<file path="src/rtl/imem_loader_pkg.sv">
// imem_loader_pkg: shared definitions for the instruction-memory loader.
//   loaderState_t  - loader FSM state encoding
//   HDR_BYTES      - bytes in the big-endian word-count header
//   BYTES_PER_WORD - bytes per instruction word (big-endian)
package imem_loader_pkg;

  typedef enum logic [2:0] {
    IDLE,
    HDR_HI,
    HDR_LO,
    DATA,
    WRITE,
    DONE,
    ERR
  } loaderState_t;

  localparam int HDR_BYTES      = 2;
  localparam int BYTES_PER_WORD = 4;

endpackage

</file>
<file path="src/rtl/imem_loader_word_packer.sv">
// loader_word_packer: big-endian byte-to-word shift register.
//   clk       - system clock
//   rst       - synchronous active-high reset
//   clear     - restart assembly at byte 0 (start of the data phase)
//   shiftEn   - a byte is being accepted this cycle
//   byteIn    - incoming byte
//   wordNext  - word formed by the bytes held so far plus byteIn
//   wordDone  - byteIn is the last byte of a word (valid with shiftEn)
module loader_word_packer
  import imem_loader_pkg::*;
(
  input  logic                        clk,
  input  logic                        rst,
  input  logic                        clear,
  input  logic                        shiftEn,
  input  logic [7:0]                  byteIn,
  output logic [8*BYTES_PER_WORD-1:0] wordNext,
  output logic                        wordDone
);

  localparam int IDXW = $clog2(BYTES_PER_WORD);

  // Only the leading bytes need storage; the final byte is taken straight
  // from byteIn so the full word is available on the completing handshake.
  logic [8*(BYTES_PER_WORD-1)-1:0] shiftReg;
  logic [IDXW-1:0]                 byteIdx;

  assign wordNext = {shiftReg, byteIn};
  assign wordDone = shiftEn && (byteIdx == IDXW'(BYTES_PER_WORD - 1));

  always_ff @(posedge clk) begin
    if (rst || clear) begin
      shiftReg <= '0;
      byteIdx  <= '0;
    end else if (shiftEn) begin
      shiftReg <= wordNext[8*(BYTES_PER_WORD-1)-1:0];
      byteIdx  <= byteIdx + 1'b1;  // wraps naturally at a word boundary
    end
  end

endmodule

</file>
<file path="src/rtl/imem_loader.sv">
// imem_loader: loads a host byte stream into instruction memory and holds
// the core in reset until the whole image is written.
// Stream: 16-bit word count N (high byte first), then N big-endian words.
//   CLK, Reset         - clock, synchronous active-high reset
//   start              - begin a load (honoured in IDLE, DONE, ERR)
//   byte_valid/ready   - host byte handshake, byte_data carries the byte
//   imem_we/addr/wdata - registered instruction-memory write port
//   core_reset         - hold core in reset (low only in DONE)
//   done, error        - image loaded / header rejected
module imem_loader
  import imem_loader_pkg::*;
#(
  parameter int ADDR_WIDTH = 8,
  parameter int DEPTH      = 256
) (
  input  logic                  CLK,
  input  logic                  Reset,
  input  logic                  start,
  input  logic                  byte_valid,
  input  logic [7:0]            byte_data,
  output logic                  byte_ready,
  output logic                  imem_we,
  output logic [ADDR_WIDTH-1:0] imem_addr,
  output logic [31:0]           imem_wdata,
  output logic                  core_reset,
  output logic                  done,
  output logic                  error
);

  loaderState_t              state;
  logic [8*HDR_BYTES-1:0]    wordCnt;
  logic [ADDR_WIDTH-1:0]     wordAddr;
  logic [ADDR_WIDTH-1:0]     lastAddr;
  logic [8*HDR_BYTES-1:0]    hdrCnt;
  logic                      xfer;
  logic                      packClear;
  logic                      packShift;
  logic [31:0]               wordNext;
  logic                      wordDone;

  assign byte_ready = (state == HDR_HI) || (state == HDR_LO) || (state == DATA);
  assign xfer       = byte_valid && byte_ready;
  assign hdrCnt     = {wordCnt[15:8], byte_data};
  // N is range-checked against DEPTH, so truncation to the address width is safe.
  assign lastAddr   = ADDR_WIDTH'(wordCnt - 16'd1);
  assign packClear  = (state == HDR_LO) && xfer;
  assign packShift  = (state == DATA) && xfer;

  loader_word_packer uPacker (
    .clk      (CLK),
    .rst      (Reset),
    .clear    (packClear),
    .shiftEn  (packShift),
    .byteIn   (byte_data),
    .wordNext (wordNext),
    .wordDone (wordDone)
  );

  always_ff @(posedge CLK) begin
    if (Reset) begin
      state      <= IDLE;
      wordCnt    <= '0;
      wordAddr   <= '0;
      imem_we    <= 1'b0;
      imem_addr  <= '0;
      imem_wdata <= '0;
      core_reset <= 1'b1;
      done       <= 1'b0;
      error      <= 1'b0;
    end else begin
      imem_we <= 1'b0;
      case (state)
        IDLE:
          if (start) state <= HDR_HI;
        HDR_HI:
          if (xfer) begin
            wordCnt[15:8] <= byte_data;
            state         <= HDR_LO;
          end
        HDR_LO:
          if (xfer) begin
            wordCnt[7:0] <= byte_data;
            if (hdrCnt == 16'd0 || 32'(hdrCnt) > DEPTH) begin
              state <= ERR;
              error <= 1'b1;
            end else begin
              state    <= DATA;
              wordAddr <= '0;
            end
          end
        DATA:
          // Write strobe is registered here so it rises one cycle after the
          // handshake of the word's final byte.
          if (wordDone) begin
            state      <= WRITE;
            imem_we    <= 1'b1;
            imem_addr  <= wordAddr;
            imem_wdata <= wordNext;
          end
        WRITE:
          if (wordAddr == lastAddr) begin
            state      <= DONE;
            done       <= 1'b1;
            core_reset <= 1'b0;
          end else begin
            wordAddr <= wordAddr + 1'b1;
            state    <= DATA;
          end
        DONE:
          if (start) begin
            state      <= HDR_HI;
            done       <= 1'b0;
            core_reset <= 1'b1;
          end
        ERR:
          if (start) begin
            state <= HDR_HI;
            error <= 1'b0;
          end
        default:
          state <= IDLE;
      endcase
    end
  end

endmodule
</file>
<file path="config.mk">
export PLATFORM = sky130hd
export DESIGN_NAME = imem_loader
export DESIGN_NICKNAME = d
export VERILOG_FILES = /design/src/rtl/imem_loader_pkg.sv /design/src/rtl/imem_loader_word_packer.sv /design/src/rtl/imem_loader.sv
export SDC_FILE = /design/constraint.sdc
export NUM_CORES = 1
export LEC_CHECK = 0
export CAP_MARGIN = 20
export CORE_MARGIN = 1
export CORE_UTILIZATION = 40
export CTS_CLUSTER_DIAMETER = 40
export DETAILED_ROUTE_END_ITERATION = 6
export HOLD_SLACK_MARGIN = 0.05
export PLACE_DENSITY_LB_ADDON = 0.15
export REMOVE_ABC_BUFFERS = 1
export SETUP_SLACK_MARGIN = 0.1
export SLEW_MARGIN = 0
export SYNTH_ARGS = -nofsm -noshare
export SYNTH_HDL_FRONTEND = slang
export SYNTH_SLANG_ARGS = --single-unit
</file>
<file path="constraint.sdc">
create_clock -name CLK -period 2.05 [get_ports CLK]
set_clock_uncertainty 0.05 [all_clocks]
set_input_delay 0.3075 -clock CLK [delete_from_list [all_inputs] [get_ports CLK]]
set_output_delay 0.3075 -clock CLK [all_outputs]
set_load 0.03 [all_outputs]
</file>
==> impl_metrics.py, run 1 <==
metrics = {
    "status": {
        "outcome": "complete, but fails checks",
        "violations": "negative setup slack",
    },
    "floorplanning": {
        "die_area_um2": 10300,
        "io-pin-count": 57,
        "core-area_um2": 9420,
        "fp.dieH_um": 101,
        "rows": 35,
        "start_util_pct": 41.9,
        "die_x_um": 101,
    },
    "sta": {
        "grt_setup_unrepaired": "yes",
        "hold_violations": 0,
        "min_period_ns": 2.07,
        "final_max_slew_viol_count": 0,
        "setup_viol": 3,
        "max_freq_mhz": 482,
        "maxSlewHeadroom_pct": 72.9,
        "min_period_over_period_pct": 101,
        "final.setup.worst_slack_ns": -0.0226,
        "max_slew.worst_pin.slew_ns": 0.404,
    },
    "yosys": {
        "async_reset_ff_share_pct": 0,
        "syn-instance-count": 499,
        "muxShareOfSynthArea_pct": 0.507,
        "synth_top_family_by_area": "simple AND/OR/NAND/NOR gates",
        "synth-simple-area-share_pct": 25.4,
        "yosysUniqueCellTypes": 52,
        "synth_edf_count": 0,
        "synth_ff_type": "dfxtp_1",
        "ys_seq_area_share_pct": 49.2,
        "synth_area_um2": 3950,
        "ys.warnings.count": 0,
        "synth_area_per_cell_um2": 7.91,
        "ys_ff_latch": 97,
        "synthAdderAreaFrac_pct": 0.951,
        "synth_xor_area_share_pct": 2.79,
        "synth_compound_area_share_pct": 17.4,
    },
    "power": {
        "powerDensity_nw_per_um2": 803,
        "ir_worst_vdd_mv": 0.379,
        "p_total_w": 0.00418,
        "p_leak_nw": 1.83,
    },
    "cts": {
        "cts_tree": "done",
        "cts.sinks": 97,
        "worstSkewPairLatency_ns": 0.37,
        "clk_path_buf_depth": 2,
        "htreeDepth": 3,
        "cts-root-buf": "clkbuf_8",
        "cts_buffers": 9,
        "clk_pin_slew_ns": 0.10,
    },
    "routing": {
        "wl_mm": 9.34,
        "drc": 0,
        "drt_pass1_iterations": 4,
        "dr.first_iter.drc_count": 106,
        "wl_per_cell_um": 13.1,
        "num_vias": 3563,
        "postRouteAntennaNets": 0,
        "routed_via_density": 5.00,
    },
    "critical_path": {
        "crit_path_cell_trace": "buf_4 -> xnor3_1 -> and3_1 -> o21ai_2 -> a2111oi_4 -> buf_4 -> or3_1 -> a21oi_2",
        "end_kind": "register",
        "slowest_stage": "or3_1",
        "critical_path.most_common_cell": "buf_4",
        "worst-setup-path-type": "reg -> reg",
        "max_stage_delay_ns": 0.36,
        "path_max_fanout": 10,
        "arrival_ns": 2.33,
        "critical_path_required_ns": 2.30,
        "cp-start-kind": "register",
    },
    "finish": {
        "final_area_um2": 5200,
        "finish.utilization_pct": 55.3,
        "area_growth_pct": 31.9,
        "nNetsFinal": 593,
        "n_antenna_cell": 0,
        "drive_gt1_share_pct": 14.6,
        "fin_cells": 712,
    },
    "grt": {
        "busiest_layer": "met2",
        "grt_start_max_net_pins": 41,
        "use_met1_pct": 25.0,
        "grt_overflow": 0,
        "grt.met3_usage_pct": 3.04,
        "met2_usage_pct": 33.6,
        "grt_pass1_vias": 3524,
        "antenna_found_initial": 0,
        "grt_pass1_wl_mm": 15.8,
        "grtUsageTotal_pct": 19.5,
    },
    "placement": {
        "io_buffers": 56,
        "routabilityCongestion": 0.837,
        "dp_hpwl_mm": 6.50,
        "placed_cell_area_um2": 4860,
        "placed_cells": 692,
    },
    "run": {
        "max-cap-violations": 0,
    },
    "min_path": {
        "hold_class": "in -> reg",
    },
}
-- synth_stat cells, drive strengths merged (2+ instances only) --
cell / n / area share [%]
or3: 7 / 1.1
buf: 4 / 0.67
o21ai: 11 / 1.5
a31oi: 2 / 0.32
dfxtp: 97 / 49
xor2: 6 / 1.3
ha: 3 / 0.95
nand4: 4 / 0.63
a221oi: 2 / 0.60
xnor2: 4 / 0.89
nor2: 8 / 0.82
and2: 4 / 0.63
nor3: 5 / 1.0
and3: 3 / 0.48
nand2: 178 / 17
nor4: 4 / 0.63
mux2i: 2 / 0.51
nor2b: 3 / 0.48
nand3: 5 / 0.63
clkbuf: 26 / 2.5
a21oi: 90 / 11
nand2b: 4 / 0.63
inv: 6 / 0.57
a211oi: 2 / 0.38
-- routing by layer --
metal | share of wire [%] | routed length (um) | up-vias
met5 | 0 | 0 | -
met4 | 1.2 | 112 | 0
met3 | 3.6 | 336 | 12
met2 | 48 | 4440 | 60
met1 | 48 | 4440 | 1663
li1 | - | - | 1828
-- what timing repair did --
action | 4_1_cts | 5_1_grt
hold buffers | 0 | 0
gates resized for setup | 19 | 12
buffers inserted | 2 | 2
setup endpoints to repair | 13 | 15
gates cloned | 0 | 0
pin swaps | 10 | 8
-- layout by cell type, fill, tap and decap left out, types with 5 or more instances in the layout --
master / n
clkbuf_8: 10
nand3_1: 5
xor2_1: 6
buf_4: 37
a21oi_1: 88
clkdlybuf4s50_1: 50
o21ai_0: 5
or3_1: 7
nor2_1: 6
o21ai_1: 5
dfxtp_1: 92
nand2_1: 177
-- worst max-delay path: cells and delay by family (launching register included) --
family | cells | cell delay (ns)
xor+xnor | 1 | 0.32
flops | 1 | 0.33
simple gates | 2 | 0.56
buf+inv | 2 | 0.34
compound gates | 3 | 0.41
-- area by class of cell --
| type | instances | area (um2) |
|---|---|---|
| multi-input cells | 366 | 1950 |
| clock inverters | 6 | 57.6 |
| fillers | 915 | 4210 |
| flip-flops and latches | 97 | 1950 |
| inverters | 6 | 22.5 |
| well taps | 129 | 161 |
| clock buffers | 10 | 138 |
| repair buffers | 98 | 925 |
-- stage by stage --
step	TNS, ns	worst slack (ns)	hold slack (ns)
CTS	-0.364	-0.0804	0.263
detailed placement	-2.78	-0.285	0.396
floorplan	-28.77	-0.672	0.324
global route	-1.15	-0.140	0.276
global placement	-2.06	-0.229	0.394
finish	-0.0301	-0.0226	0.269
-- state kept, by name, indices dropped and copies added (netlist names) --
name,cells
state,3
core_reset,1
uPacker.byteIdx,2
imem_addr,8
wordAddr,8
imem_wdata,32
error,1
done,1
uPacker.shiftReg,24
wordCnt,16
imem_we,1
-- cell families (layout without fill, tap and decap cells) --
logic type,count (synthesis),after routing
xor+xnor,11,11
flops,97,97
compound gates,120,120
simple gates,230,230
mux,2,2
buf+inv,36,120
fa+ha+maj,3,3
-- worst paths after layout --
path | from | endpoint | slack, ns | depth (start not counted)
setup / recovery | wordCnt[6]$_SDFFE_PP0P_ | wordAddr[5]$_SDFFE_PP0P_ | -0.02 | 8
hold / removal | Reset | state[2]$_SDFFE_PP0P_ | 0.27 | 2
setup reg to reg | wordCnt[6]$_SDFFE_PP0P_ | wordAddr[5]$_SDFFE_PP0P_ | -0.02 | 8
hold reg to reg | uPacker.shiftReg[17]$_SDFFE_PP0P_ | imem_wdata[25]$_SDFFE_PP0P_ | 0.40 | 2
-- power by group --
| group | internal [W] | leakage (nW) | switching [W] | total (W) |
|---|---|---|---|---|
| logic | 0.000398 | 0.944 | 0.000503 | 0.000901 |
| clock network | 0.000505 | 0.101 | 0.000730 | 0.00124 |
| registers | 0.00195 | 0.785 | 0.0000855 | 0.00204 |
| total | 0.00286 | 1.83 | 0.00132 | 0.00418 |
(Power assumes the default switching activity.)
==> inputs of run 2 (changes only) <==
CTS_BUF_LIST = sky130_fd_sc_hd__clkbuf_8   (was unset)
==> results of run 2 <==
The final DEF is identical to that of run 1; final timing and power are the same.
==> inputs of run 3 (changes only) <==
SLEW_MARGIN = 40   (was 0)
==> results of run 3 <==
The final DEF is identical to that of run 1; final timing and power are the same.
